==> src/rtl/vga_timing_pkg.sv <==
// Shared types and default 640x480@60 timing for the VGA raster generator.
// The optional frame counter is enabled by defining VGA_TIMING_FRAME_CNT_EN.
package vga_timing_pkg;

  typedef logic [9:0] coord_t;

  localparam int DEF_H_ACTIVE = 640;
  localparam int DEF_H_FRONT  = 16;
  localparam int DEF_H_SYNC   = 96;
  localparam int DEF_H_BACK   = 48;
  localparam int DEF_V_ACTIVE = 480;
  localparam int DEF_V_FRONT  = 10;
  localparam int DEF_V_SYNC   = 2;
  localparam int DEF_V_BACK   = 33;

  localparam int FRAME_CNT_W  = 8;

endpackage

==> src/rtl/vga_timing_if.sv <==
// Raster output bundle from vga_timing to the shading logic and the VGA PMOD.
// frame_o exists only when VGA_TIMING_FRAME_CNT_EN is defined.
interface vga_timing_if;
  import vga_timing_pkg::*;

  coord_t x_o;
  coord_t y_o;
  logic   de_o;
  logic   hsync_o;
  logic   vsync_o;
  logic   next_vertical_o;
  logic   next_frame_o;
`ifdef VGA_TIMING_FRAME_CNT_EN
  logic [FRAME_CNT_W-1:0] frame_o;

  modport master (output x_o, y_o, de_o, hsync_o, vsync_o,
                  next_vertical_o, next_frame_o, frame_o);
  modport slave  (input  x_o, y_o, de_o, hsync_o, vsync_o,
                  next_vertical_o, next_frame_o, frame_o);
`else
  modport master (output x_o, y_o, de_o, hsync_o, vsync_o,
                  next_vertical_o, next_frame_o);
  modport slave  (input  x_o, y_o, de_o, hsync_o, vsync_o,
                  next_vertical_o, next_frame_o);
`endif

endinterface

==> src/rtl/vga_axis_counter.sv <==
// One raster axis: wrap-around counter with sync/active/last decodes.
// Flags are decoded from the next count so they register alongside it.
module vga_axis_counter
  import vga_timing_pkg::*;
#(
  parameter int ACTIVE = DEF_H_ACTIVE,
  parameter int FRONT  = DEF_H_FRONT,
  parameter int SYNC   = DEF_H_SYNC,
  parameter int BACK   = DEF_H_BACK,
  parameter bit POL    = 1'b0
) (
  input  logic   clk_i,
  input  logic   rst_i,
  input  logic   en_i,
  output coord_t count_o,
  output logic   sync_o,
  output logic   last_o,
  output logic   active_nxt_o,
  output logic   last_nxt_o
);

  localparam int TOTAL = ACTIVE + FRONT + SYNC + BACK;

  if (TOTAL > 1024) begin : g_total_check
    $error("vga_axis_counter: total %0d exceeds 1024", TOTAL);
  end

  localparam coord_t LAST     = coord_t'(TOTAL - 1);
  localparam coord_t ACT_END  = coord_t'(ACTIVE);
  localparam coord_t SYNC_BEG = coord_t'(ACTIVE + FRONT);
  localparam coord_t SYNC_END = coord_t'(ACTIVE + FRONT + SYNC - 1);

  coord_t count_nxt;
  logic   sync_nxt;

  always_comb begin
    count_nxt = count_o;
    if (en_i) begin
      count_nxt = (count_o == LAST) ? '0 : count_o + coord_t'(1);
    end
    sync_nxt     = (count_nxt >= SYNC_BEG && count_nxt <= SYNC_END) ? POL : ~POL;
    active_nxt_o = (count_nxt < ACT_END);
    last_nxt_o   = (count_nxt == LAST);
  end

  always_ff @(posedge clk_i) begin
    if (rst_i) begin
      count_o <= '0;
      sync_o  <= ~POL;
      last_o  <= 1'b0;
    end else begin
      count_o <= count_nxt;
      sync_o  <= sync_nxt;
      last_o  <= last_nxt_o;
    end
  end

endmodule

==> src/rtl/vga_timing.sv <==
// 640x480@60 VGA raster generator: coordinates, display enable, syncs, strobes.
// Define VGA_TIMING_FRAME_CNT_EN to add the 8-bit frame_o counter.
module vga_timing
  import vga_timing_pkg::*;
#(
  parameter int H_ACTIVE   = DEF_H_ACTIVE,
  parameter int H_FRONT    = DEF_H_FRONT,
  parameter int H_SYNC     = DEF_H_SYNC,
  parameter int H_BACK     = DEF_H_BACK,
  parameter int V_ACTIVE   = DEF_V_ACTIVE,
  parameter int V_FRONT    = DEF_V_FRONT,
  parameter int V_SYNC     = DEF_V_SYNC,
  parameter int V_BACK     = DEF_V_BACK,
  parameter bit H_SYNC_POL = 1'b0,
  parameter bit V_SYNC_POL = 1'b0
) (
  input  logic         clk_i,
  input  logic         rst_i,
  vga_timing_if.master vga
);

  coord_t h_count, v_count;
  logic   h_sync, v_sync;
  logic   h_last, unused_v_last;
  logic   h_active_nxt, v_active_nxt;
  logic   h_last_nxt, v_last_nxt;
  logic   de_q, next_frame_q;

  vga_axis_counter #(
    .ACTIVE(H_ACTIVE), .FRONT(H_FRONT), .SYNC(H_SYNC), .BACK(H_BACK), .POL(H_SYNC_POL)
  ) u_h_axis (
    .clk_i        (clk_i),
    .rst_i        (rst_i),
    .en_i         (1'b1),
    .count_o      (h_count),
    .sync_o       (h_sync),
    .last_o       (h_last),
    .active_nxt_o (h_active_nxt),
    .last_nxt_o   (h_last_nxt)
  );

  // The vertical axis steps on the same edge that wraps the horizontal one.
  vga_axis_counter #(
    .ACTIVE(V_ACTIVE), .FRONT(V_FRONT), .SYNC(V_SYNC), .BACK(V_BACK), .POL(V_SYNC_POL)
  ) u_v_axis (
    .clk_i        (clk_i),
    .rst_i        (rst_i),
    .en_i         (h_last),
    .count_o      (v_count),
    .sync_o       (v_sync),
    .last_o       (unused_v_last),
    .active_nxt_o (v_active_nxt),
    .last_nxt_o   (v_last_nxt)
  );

  always_ff @(posedge clk_i) begin
    if (rst_i) begin
      de_q         <= 1'b1;
      next_frame_q <= 1'b0;
    end else begin
      de_q         <= h_active_nxt & v_active_nxt;
      next_frame_q <= h_last_nxt & v_last_nxt;
    end
  end

`ifdef VGA_TIMING_FRAME_CNT_EN
  logic [FRAME_CNT_W-1:0] frame_q;

  // next_frame_q marks the last cycle, so the increment lands on pixel (0,0).
  always_ff @(posedge clk_i) begin
    if (rst_i) begin
      frame_q <= '0;
    end else if (next_frame_q) begin
      frame_q <= frame_q + FRAME_CNT_W'(1);
    end
  end

  assign vga.frame_o = frame_q;
`endif

  assign vga.x_o             = h_count;
  assign vga.y_o             = v_count;
  assign vga.de_o            = de_q;
  assign vga.hsync_o         = h_sync;
  assign vga.vsync_o         = v_sync;
  assign vga.next_vertical_o = h_last;
  assign vga.next_frame_o    = next_frame_q;

endmodule

==> src/flat_wrapper.sv <==
// flat-port wrapper written by rule: the top's interface ports become plain ports
module vga_timing_flat import vga_timing_pkg::*;
#(
  parameter int H_ACTIVE   = DEF_H_ACTIVE,
  parameter int H_FRONT    = DEF_H_FRONT,
  parameter int H_SYNC     = DEF_H_SYNC,
  parameter int H_BACK     = DEF_H_BACK,
  parameter int V_ACTIVE   = DEF_V_ACTIVE,
  parameter int V_FRONT    = DEF_V_FRONT,
  parameter int V_SYNC     = DEF_V_SYNC,
  parameter int V_BACK     = DEF_V_BACK,
  parameter bit H_SYNC_POL = 1'b0,
  parameter bit V_SYNC_POL = 1'b0
)
  (clk_i, rst_i, vga_x_o, vga_y_o, vga_de_o, vga_hsync_o, vga_vsync_o, vga_next_vertical_o, vga_next_frame_o);
  vga_timing_if vga_i ();
  input  logic clk_i;
  input  logic rst_i;
  output wire logic [$bits(vga_i.x_o)-1:0] vga_x_o;
  output wire logic [$bits(vga_i.y_o)-1:0] vga_y_o;
  output wire logic [$bits(vga_i.de_o)-1:0] vga_de_o;
  output wire logic [$bits(vga_i.hsync_o)-1:0] vga_hsync_o;
  output wire logic [$bits(vga_i.vsync_o)-1:0] vga_vsync_o;
  output wire logic [$bits(vga_i.next_vertical_o)-1:0] vga_next_vertical_o;
  output wire logic [$bits(vga_i.next_frame_o)-1:0] vga_next_frame_o;
  assign vga_x_o = vga_i.x_o;
  assign vga_y_o = vga_i.y_o;
  assign vga_de_o = vga_i.de_o;
  assign vga_hsync_o = vga_i.hsync_o;
  assign vga_vsync_o = vga_i.vsync_o;
  assign vga_next_vertical_o = vga_i.next_vertical_o;
  assign vga_next_frame_o = vga_i.next_frame_o;
  vga_timing #(.H_ACTIVE(H_ACTIVE), .H_FRONT(H_FRONT), .H_SYNC(H_SYNC), .H_BACK(H_BACK), .V_ACTIVE(V_ACTIVE), .V_FRONT(V_FRONT), .V_SYNC(V_SYNC), .V_BACK(V_BACK), .H_SYNC_POL(H_SYNC_POL), .V_SYNC_POL(V_SYNC_POL)) u_core (.clk_i(clk_i), .rst_i(rst_i), .vga(vga_i));
endmodule
==> config.mk <==
export PLATFORM = sky130hd
export DESIGN_NAME = vga_timing_flat
export DESIGN_NICKNAME = d
export VERILOG_FILES = /design/src/rtl/vga_timing_pkg.sv /design/src/rtl/vga_timing_if.sv /design/src/rtl/vga_axis_counter.sv /design/src/rtl/vga_timing.sv /design/src/flat_wrapper.sv
export SDC_FILE = /design/constraint.sdc
export NUM_CORES = 1
export LEC_CHECK = 0
export BUFFER_PORTS_ARGS = -buffer_cell sky130_fd_sc_hd__buf_4
export CORE_UTILIZATION = 45
export CTS_CLUSTER_SIZE = 28
export DETAILED_ROUTE_END_ITERATION = 8
export PLACE_DENSITY = 0.66
export SLEW_MARGIN = 20
export SYNTH_ARGS = -nofsm -noshare
export SYNTH_HDL_FRONTEND = slang
export SYNTH_SLANG_ARGS = --single-unit
==> constraint.sdc <==
create_clock -name clk_i -period 5 [get_ports clk_i]
set_clock_uncertainty 0.05 [all_clocks]
set_input_delay 1.25 -clock clk_i [delete_from_list [all_inputs] [get_ports clk_i]]
set_output_delay 1.25 -clock clk_i [all_outputs]
set_load 0.01 [all_outputs]
# Word level (Yosys, flattened, before mapping)

Index checks and enable logic that the tools add are counted.

Input bits: 2
Register bits: 25

Reductions and logical operators: 2
Bitwise gates (word level): 2
Mux-type cells: 5
Equal/unequal tests: 4
$add $sub $neg: 2
$lt $le $gt $ge: 6

Operators with widths:

| cell                                                                                  | count |
|---|---|
| 10-bit equality test (second input constant)                                          | 4 |
| 10-bit two-way mux                                                                    | 3 |
| 10-bit by 1-bit adder with 10-bit output (second input constant)                      | 2 |
| 10-bit greater-or-equal comparator (second input constant)                            | 1 |
| 10-bit by 9-bit greater-or-equal comparator with 1-bit output (second input constant) | 1 |
| 10-bit less-or-equal comparator (second input constant)                               | 1 |
| 10-bit by 9-bit less-or-equal comparator with 1-bit output (second input constant)    | 1 |
| 10-bit < comparator (second input constant)                                           | 1 |
| 10-bit by 9-bit < comparator with 1-bit output (second input constant)                | 1 |
| 1-bit AND                                                                             | 2 |
| 1-bit logical AND                                                                     | 2 |
| 1-bit two-way mux                                                                     | 2 |

# Depth between registers and ports, before layout

Gate-level depths: netlist of the first run.

Depth after elaboration: 6
Gate-level depth with buffers: 8
Gate-level depth less buffers: 7

# By module

Synthesis of the first run repeated with hierarchy kept, for this count alone.

Cells, all modules: 208
Area total of the unflattened synthesis: 1721.7 um^2

By module, submodules not included:

| module                             | times used | sequential area each (um^2) | cells an instance | area an instance (um^2) |
|---|---|---|---|---|
| vga_axis_counter (u_core.u_h_axis) | 1          | 240.2                       | 100               | 843.3 |
| vga_axis_counter (u_core.u_v_axis) | 1          | 240.2                       | 103               | 817.0 |
| vga_timing                         | 1          | 40.0                        | 5                 | 61.3 |

# Least setup slack after synthesis of the first run

No wires, ideal clock.

Path kind: input to register
Start point: in rst_i
End point: reg u_core.u_v_axis.sync_o
Arrival: 1.798 ns
Path buffers: 0
Stages on the path: 5
Data required time: 4.814 ns
Path slack: 3.016 ns
Path through: inv_1 -> o31ai_4 -> nor2_2 -> o211a_1 -> nand4b_1

RTL lines:

| item                 | RTL line               | RTL |
|---|---|---|
| from (decl)          | flat_wrapper.sv:18     | `input logic rst_i;` |
| to (signal assigned) | vga_axis_counter.sv:49 | `sync_o <= ~POL;` |
| to (signal assigned) | vga_axis_counter.sv:53 | `sync_o <= sync_nxt;` |
| to (decl)            | vga_axis_counter.sv:16 | `output logic sync_o,` |

# Worst setup path after layout of the first run

Start point: reg u_core.u_h_axis.last_o
End point: out vga_next_vertical_o

RTL lines:

| item                   | RTL line               | RTL |
|---|---|---|
| from (decl)            | vga_axis_counter.sv:17 | `output logic last_o,` |
| from (signal assigned) | vga_axis_counter.sv:54 | `last_o <= last_nxt_o;` |
| to (decl)              | flat_wrapper.sv:24     | `output wire logic [$bits(vga_i.next_vertical_o)-1:0] vga_next_vertical_o;` |

No word-level cell between the ends.

==> results of run 1 <==
worst paths after layout:
check | depth (start not counted) | slack, ps | start | endpoint
hold / removal | 1 | 500 | u_core.u_h_axis.count_o[0] | u_core.u_h_axis.count_o[0]
setup / recovery | 1 | 2540 | u_core.u_h_axis.last_o | vga_next_vertical_o
hold reg to reg | 1 | 500 | u_core.u_h_axis.count_o[0] | u_core.u_h_axis.count_o[0]
setup reg to reg | 6 | 2870 | u_core.u_v_axis.count_o[1] | u_core.u_v_axis.sync_o
layout by cell type (no fill, tap or decap), drive strengths merged, types with 2 or more instances in the layout:
| cell | synthesis | final |
|---|---|---|
| nand2 | 11 | 11 |
| a31oi | 2 | 2 |
| ha | 4 | 4 |
| xor2 | 7 | 7 |
| nor2b | 3 | 3 |
| or2 | 2 | 2 |
| nand3 | 15 | 15 |
| buf | 12 | 26 |
| nor4b | 2 | 2 |
| nand2b | 6 | 6 |
| o21ai | 3 | 3 |
| mux2 | 2 | 2 |
| clkbuf | 1 | 3 |
| and3 | 4 | 4 |
| nor3 | 5 | 5 |
| and2 | 3 | 3 |
| o31ai | 3 | 3 |
| xnor2 | 8 | 8 |
| nor2 | 19 | 19 |
| nand3b | 3 | 3 |
| nor4 | 2 | 2 |
| and4 | 2 | 2 |
| o211a | 2 | 2 |
| nand4 | 5 | 5 |
| a21oi | 5 | 5 |
| inv | 10 | 10 |
| dfxtp | 25 | 25 |
metal layers:
metal	up-vias	track usage, %	share of wire (%)	wire length [microns]
met5	-	0	0	0
met4	0	8.31	1.4	46
met1	597	30.1	51	1730
met2	61	28.7	41	1390
li1	666	-	-	-
met3	4	5.19	7.1	242
flip-flops by register name, indices dropped and copies added, names as in the netlist:
| name | flops |
|---|---|
| u_core.u_h_axis.sync_o | 1 |
| u_core.vga.next_frame_o | 1 |
| u_core.vga.de_o | 1 |
| u_core.u_v_axis.sync_o | 1 |
| u_core.u_v_axis.count_o | 10 |
| u_core.u_h_axis.last_o | 1 |
| u_core.u_h_axis.count_o | 10 |
synthesized netlist by cell type, types with 3 or more instances:
| library cell | count | share of area, % |
|---|---|---|
| dfxtp_1 | 25 | 33 |
| nor2_1 | 17 | 4.2 |
| nand3_1 | 12 | 3.9 |
| nand2_1 | 11 | 2.7 |
| xnor2_1 | 8 | 4.6 |
| inv_1 | 7 | 1.7 |
| xor2_1 | 7 | 4.0 |
| nand2b_1 | 6 | 2.5 |
| a21oi_1 | 5 | 1.6 |
| buf_2 | 5 | 1.6 |
| nand4_1 | 5 | 2.0 |
| nor3_1 | 5 | 1.6 |
| buf_4 | 4 | 2.0 |
| ha_1 | 4 | 3.3 |
| and2_1 | 3 | 1.2 |
| and3_1 | 3 | 1.2 |
| buf_6 | 3 | 2.2 |
| inv_2 | 3 | 0.74 |
| nand3_2 | 3 | 2.0 |
| nand3b_1 | 3 | 1.5 |
| nor2b_1 | 3 | 1.2 |
| o21ai_0 | 3 | 0.98 |
power groups by stage:
stage	Combinational (mW)	Clock, mW	Sequential, mW
after floorplan	0.0150	0	0.214
after global placement	0.0258	0	0.214
after detailed placement	0.0258	0	0.214
after CTS	0.0259	0.0980	0.209
after global routing	0.0287	0.106	0.210
final	0.0259	0.0947	0.210
layout make-up:
cell class,instances,area [sq um]
Clock buffer,3,22.5
Clock inverter,1,5.00
Fill cell,302,1410
Inverter,10,37.5
Multi-Input combinational cell,132,898
Sequential cell,25,500
Tap cell,44,55.1
Timing Repair Buffer,26,195
metrics by stage:
step | instances | util [%] | area [sq um]
after floorplan | 180 | - | 1530
after global placement | 237 | 53.9 | 1690
after detailed placement | 237 | 53.9 | 1690
after CTS | 241 | 54.8 | 1710
after global routing | 241 | 54.8 | 1710
final | 241 | 54.8 | 1710
kinds of logic after synthesis:
group	share of synthesized area, %
AOI/OAI and AO/OA	14.4
adders and majority gates	3.27
and+or+nand+nor	31.0
xor gates and xnor gates	8.59
buffers and inverters	8.51
muxes	1.47
DFF	32.7
==> impl_metrics.yaml, run 1 <==
placed_design:
  pre_cts_ws_ps: 2740
  gp_congestion: 0.980
  portBuffers: 26
  dp_hpwl_microns: 2530
timing:
  hold_violations: 0
  finalSetupViolCount: 0
  slew_viol_final: 0
  worst_pin_slew_ps: 459
  min_period_over_period_pct: 49.3
  setup_tns_ps: 0
  min_period_ps: 2460
  worst_slack_ps: 2540
  rsz0062_at_grt: "no"
  fmax_mhz: 406
  slew_headroom_pct: 69.4
  whs_ps: 500
power_and_ir_drop:
  peakVddDrop_mv: 0.121
  switchingPower_mw: 0.0848
  p_leak_nw: 0.660
  powerDensity_mw_per_mm2: 193
  sw_frac_of_total_pct: 25.7
  power_frac_clock_pct: 28.7
  pwr-share-seq_pct: 63.5
  p_comb_share_pct: 7.9
  finalPower_mw: 0.330
  p_int_mw: 0.245
worst_setup_path:
  endpoint_kind: "primary output"
  cp_cell_sequence: "buf_4"
  cp.required_ps: 3700
  critical_path_arrival_ps: 1160
  cpPeakStageDelay_ps: 630
  worst-path-buf-inv: 1
  cp_max_fo: 12
  cp_slowest_cell: "dfxtp_1"
  crit_path_start_kind: "register"
  critPathKind: "register to primary output"
  path_delay_family: "flip-flops"
global_route:
  grt_max_degree: 15
  grt_usage_pct: 20.7
  grt.overflow.total: 0
  antenna_found_initial: 0
  grt_pass1_wl_microns: 5420
  grt_pass1_vias: 1162
outcome:
  run_status: "finished, final reports clean"
clocking:
  cts-root-buf: "clkbuf_4"
  ctsHoldBuffers: 0
  clk_path_buf_depth: 2
  clk_pin_slew_ps: 140
  cts_resized: 0
  numCtsBuffers: 3
  worstSkewPairLatency_ps: 330
  cts_setup_buffers: 0
  cts.sinks: 25
  h-tree-depth: 1
  cts_tree: "yes"
yosys:
  syn_nets: 186
  synthCells: 180
  yosys_most_used_dff: "dfxtp_1"
  ys_seq_area_share_pct: 32.7
  syn_avg_cell_area_sq_um: 8.49
  yosysWarningCount: 0
  synthesis.area_sq_mm: 0.00153
  synth_edf_count: 0
  async_flop_share_pct: 0
  yosysUniqueCellTypes: 50
  synth_seq_cells: 25
floorplanning:
  initial_utilization_pct: 48.9
  die_y_microns: 60.3
  ioPinCount: 27
  dieWidth_microns: 60.3
  num_rows: 20
  dieArea_sq_mm: 0.00363
  coreArea_sq_mm: 0.00313
routing:
  drt_iter0_markers: 95
  dr.pass1.iters: 4
  routed_via_density: 5.51
  postRouteAntennaNets: 0
  drt-total-wl_microns: 3410
  via_count: 1328
  drcViolationCount: 0
  post_drt_wl_per_cell_microns: 14.1
cells_and_area:
  num_antenna_cells: 0
  area_growth_pct: 12.1
  nNetsFinal: 204
  drive_gt1_share_pct: 23.4
job:
  cap_violations: 0
worst_hold_path:
  hold_path.class: "register to register"
(Power assumes the default switching activity.)
==> run 2: changes to the inputs <==
clock period = 2.3 ns   (was 5 ns; I/O delays follow)
==> impl_metrics.yaml, run 2 (synthesis gave the netlist of run 1 again) <==
outcome:
  run_status: "finished, final reports clean"
clocking:
  h-tree-depth: 1
  cts_setup_buffers: 0
  ctsHoldBuffers: 0
  clk_pin_slew_ps: 150
  cts.sinks: 25
  numCtsBuffers: 3
  clk_path_buf_depth: 2
  cts-root-buf: "clkbuf_4"
  worstSkewPairLatency_ps: 330
  cts_tree: "yes"
  cts_resized: 0
timing:
  hold_violations: 0
  slew_viol_final: 0
  rsz0062_at_grt: "no"
  min_period_ps: 1990
  setup_tns_ps: 0
  worst_pin_slew_ps: 428
  whs_ps: 435
  slew_headroom_pct: 71.1
  finalSetupViolCount: 0
  fmax_mhz: 503
  min_period_over_period_pct: 86.4
global_route:
  grt.overflow.total: 0
  antenna_found_initial: 0
  grt_max_degree: 14
  grt_pass1_vias: 1151
  grt_pass1_wl_microns: 5690
  grt_usage_pct: 21.3
worst_setup_path:
  worst-path-buf-inv: 0
  cp_cell_sequence: "ha_1, and4_1, and3_1, o21ai_0, a211oi_1, nand4b_1"
  cp.required_ps: 2460
  endpoint_kind: "register"
  crit_path_start_kind: "register"
  path_delay_family: "simple AND/OR/NAND/NOR gates"
  critPathKind: "register to register"
  critical_path_arrival_ps: 2150
  cp_max_fo: 11
  cpPeakStageDelay_ps: 480
  cp_slowest_cell: "dfxtp_2"
job:
  cap_violations: 0
routing:
  dr.pass1.iters: 4
  routed_via_density: 5.65
  post_drt_wl_per_cell_microns: 14.3
  postRouteAntennaNets: 0
  drcViolationCount: 0
  drt_iter0_markers: 67
  drt-total-wl_microns: 3490
  via_count: 1379
placed_design:
  gp_congestion: 0.913
  dp_hpwl_microns: 2640
  portBuffers: 26
floorplanning:
  die_y_microns: 60.3
  dieWidth_microns: 60.3
  coreArea_sq_mm: 0.00313
  ioPinCount: 27
  initial_utilization_pct: 48.9
  num_rows: 20
  dieArea_sq_mm: 0.00363
cells_and_area:
  layout_commonest_cell: "buf_4"
  drive_gt1_share_pct: 25.0
  num_antenna_cells: 0
  top_regs: "u_core.u_h_axis.count_o (10), u_core.u_v_axis.count_o (10)"
  area_growth_pct: 13.7
  nNetsFinal: 207
  mostFrequentLayoutCells: "29 x buf_4, 23 x dfxtp_1, 17 x nor2_1"
power_and_ir_drop:
  peakVddDrop_mv: 0.207
  p_leak_nw: 0.675
  powerDensity_mw_per_mm2: 417
worst_hold_path:
  hold_path.class: "primary input to register"
==> run 2: cell type report <==
type	instances	area [sq um]
Fill cell	314	1390
Multi-Input combinational cell	132	898
Sequential cell	25	503
Timing Repair Buffer	29	218
Tap cell	44	55.1
Inverter	10	37.5
Clock buffer	4	26.3
==> run 2: per-stage QoR <==
step	instances	area, sq um	utilization (%)	setup WS [ps]	power, mW
6_report	244	1740	55.6	314	0.725
5_1_grt	244	1740	55.6	123	0.755
4_1_cts	244	1740	55.5	172	0.726
3_5_place_dp	240	1710	54.6	209	0.522
3_3_place_gp	240	1710	54.6	286	0.521
2_1_floorplan	180	1530	-	486	0.497
==> run 2: worst reg2reg max path: cells and delay by family (launching register included) <==
kind	cells	cell delay, ps
AO/OA/AOI/OAI	2	410
AND/OR/NAND/NOR	3	670
adder cells (fa/ha/maj)	1	260
flip-flops	1	480
==> run 2: final timing paths <==
| path | slack, ps | cells past startpoint | end | start |
|---|---|---|---|---|
| max reg2reg | 310 | 6 | u_core.u_v_axis.sync_o | u_core.u_v_axis.count_o[0] |
| max | 310 | 6 | u_core.u_v_axis.sync_o | u_core.u_v_axis.count_o[0] |
| min reg2reg | 480 | 1 | u_core.u_h_axis.count_o[0] | u_core.u_h_axis.count_o[0] |
| min | 430 | 2 | u_core.u_v_axis.count_o[0] | rst_i |
==> run 2: metal layers <==
layer | track usage, % | vias up | part of all wire, %
li1 | - | 677 | -
met2 | 27.5 | 44 | 42
met3 | 2.60 | 2 | 4.5
met5 | 0 | - | 0
met4 | 8.97 | 0 | 0.54
met1 | 34.0 | 656 | 53
==> run 2: power by group <==
| group | switching (mW) | internal [mW] | total (mW) | leakage, nW |
|---|---|---|---|---|
| clock | 0.145 | 0.0681 | 0.213 | 0.0150 |
| sequential | 0.0132 | 0.441 | 0.454 | 0.203 |
| combinational | 0.0310 | 0.0266 | 0.0575 | 0.457 |
| total | 0.189 | 0.536 | 0.725 | 0.675 |
==> run 3: changes to the inputs <==
PLACE_DENSITY = unset   (was 0.66)
PLACE_DENSITY_LB_ADDON = 0.3   (was unset)
==> impl_metrics.yaml, run 3 (synthesis gave the netlist of run 1 again) <==
outcome:
  run_status: "finished, final reports clean"
timing:
  slew_viol_final: 0
  slew_headroom_pct: 74.0
  whs_ps: 435
  worst_pin_slew_ps: 385
  min_period_ps: 2130
  hold_violations: 0
  setup_tns_ps: 0
  min_period_over_period_pct: 92.5
  rsz0062_at_grt: "no"
  finalSetupViolCount: 0
  fmax_mhz: 470
global_route:
  grt_pass1_vias: 1176
  use_met2_pct: 30.6
  grt_usage_pct: 20.4
  grt.overflow.total: 0
  grt_max_degree: 16
  grtUsageMet1_pct: 30.5
  busiest_layer: "met2"
  use_met3_pct: 2.60
  antenna_found_initial: 0
  grt_pass1_wl_microns: 5610
routing:
  via_count: 1340
  routed_via_density: 5.51
  postRouteAntennaNets: 0
  drt-total-wl_microns: 3370
  drt_iter0_markers: 60
  drcViolationCount: 0
  dr.pass1.iters: 4
  post_drt_wl_per_cell_microns: 13.9
placed_design:
  dp_hpwl_microns: 2590
  gp_congestion: 0.888
  place_area_sq_mm: 0.00170
  portBuffers: 26
  numPlacedInstances: 239
cells_and_area:
  mostFrequentLayoutCells: "28 x buf_4, 25 x dfxtp_1, 17 x nor2_1"
  instances_no_fill: 243
  layout_commonest_cell: "buf_4"
  top_regs: "u_core.u_h_axis.count_o (10), u_core.u_v_axis.count_o (10)"
  num_antenna_cells: 0
  nNetsFinal: 206
  drive_gt1_share_pct: 24.1
  design_area_sq_mm: 0.00173
  area_growth_pct: 13.3
worst_setup_path:
  critical_path_arrival_ps: 2290
  critPathKind: "register to register"
  cp_max_fo: 11
  crit_path_start_kind: "register"
  endpoint_kind: "register"
  cp.required_ps: 2460
power_and_ir_drop:
  p_int_mw: 0.535
  sw_frac_of_total_pct: 26.3
  p_comb_share_pct: 7.9
  powerDensity_mw_per_mm2: 419
  pwr-share-seq_pct: 62.7
  switchingPower_mw: 0.191
  power_frac_clock_pct: 29.4
  p_leak_nw: 0.668
  peakVddDrop_mv: 0.255
floorplanning:
  dieWidth_microns: 60.3
  num_rows: 20
  die_y_microns: 60.3
  dieArea_sq_mm: 0.00363
  ioPinCount: 27
  initial_utilization_pct: 48.9
  coreArea_sq_mm: 0.00313
clocking:
  cts_setup_buffers: 0
  h-tree-depth: 1
  cts-root-buf: "clkbuf_4"
  worstSkewPairLatency_ps: 330
  cts_tree: "yes"
  ctsHoldBuffers: 0
  cts.sinks: 25
  clk_path_buf_depth: 2
  numCtsBuffers: 3
  cts_resized: 0
  clk_pin_slew_ps: 160
job:
  cap_violations: 0
worst_hold_path:
  hold_path.class: "primary input to register"
run 3: power by group through the flow:
stage,Clock [mW],Sequential [mW],Combinational [mW]
4_1_cts,0.215,0.455,0.0579
5_1_grt,0.227,0.457,0.0639
6_report,0.213,0.455,0.0573
2_1_floorplan,0,0.465,0.0327
3_3_place_gp,0,0.463,0.0577
3_5_place_dp,0,0.464,0.0577
run 3: metal layers:
metal / up-vias / wire length (microns)
met4: 0 / 28
met1: 611 / 1670
met2: 51 / 1470
li1: 673 / -
met3: 5 / 199
met5: - / 0
run 3: final timing paths:
kind	start	end	slack (ps)	cells past startpoint
worst min register to register	u_core.u_h_axis.count_o[0]	u_core.u_h_axis.count_o[0]	480	1
worst max-delay path	u_core.u_v_axis.count_o[1]	u_core.u_v_axis.sync_o	170	6
worst max register to register	u_core.u_v_axis.count_o[1]	u_core.u_v_axis.sync_o	170	6
worst min-delay path	rst_i	u_core.u_v_axis.count_o[5]	430	2
run 3: per-stage QoR:
stage	power [mW]	util [%]	setup slack (ps)
after global placement	0.521	54.4	293
after CTS	0.727	55.4	204
after global routing	0.748	55.4	2.18
after floorplan	0.497	-	486
final	0.725	55.4	173
after detailed placement	0.522	54.4	226
run 3: area by class of cell:
type | count | area, sq um
Sequential cell | 25 | 500
Fill cell | 320 | 1400
Clock inverter | 1 | 7.51
Tap cell | 44 | 55.1
Clock buffer | 3 | 22.5
Inverter | 10 | 37.5
Multi-Input combinational cell | 132 | 898
Timing Repair Buffer | 28 | 210
run 3: worst max-delay path: stages, from the launching register on:
cell and delay (ps):
dfxtp_1 580, ha_1 300, and4_1 340, and3_1 180, o21ai_0 90, a211oi_1 340
nand4b_1 120
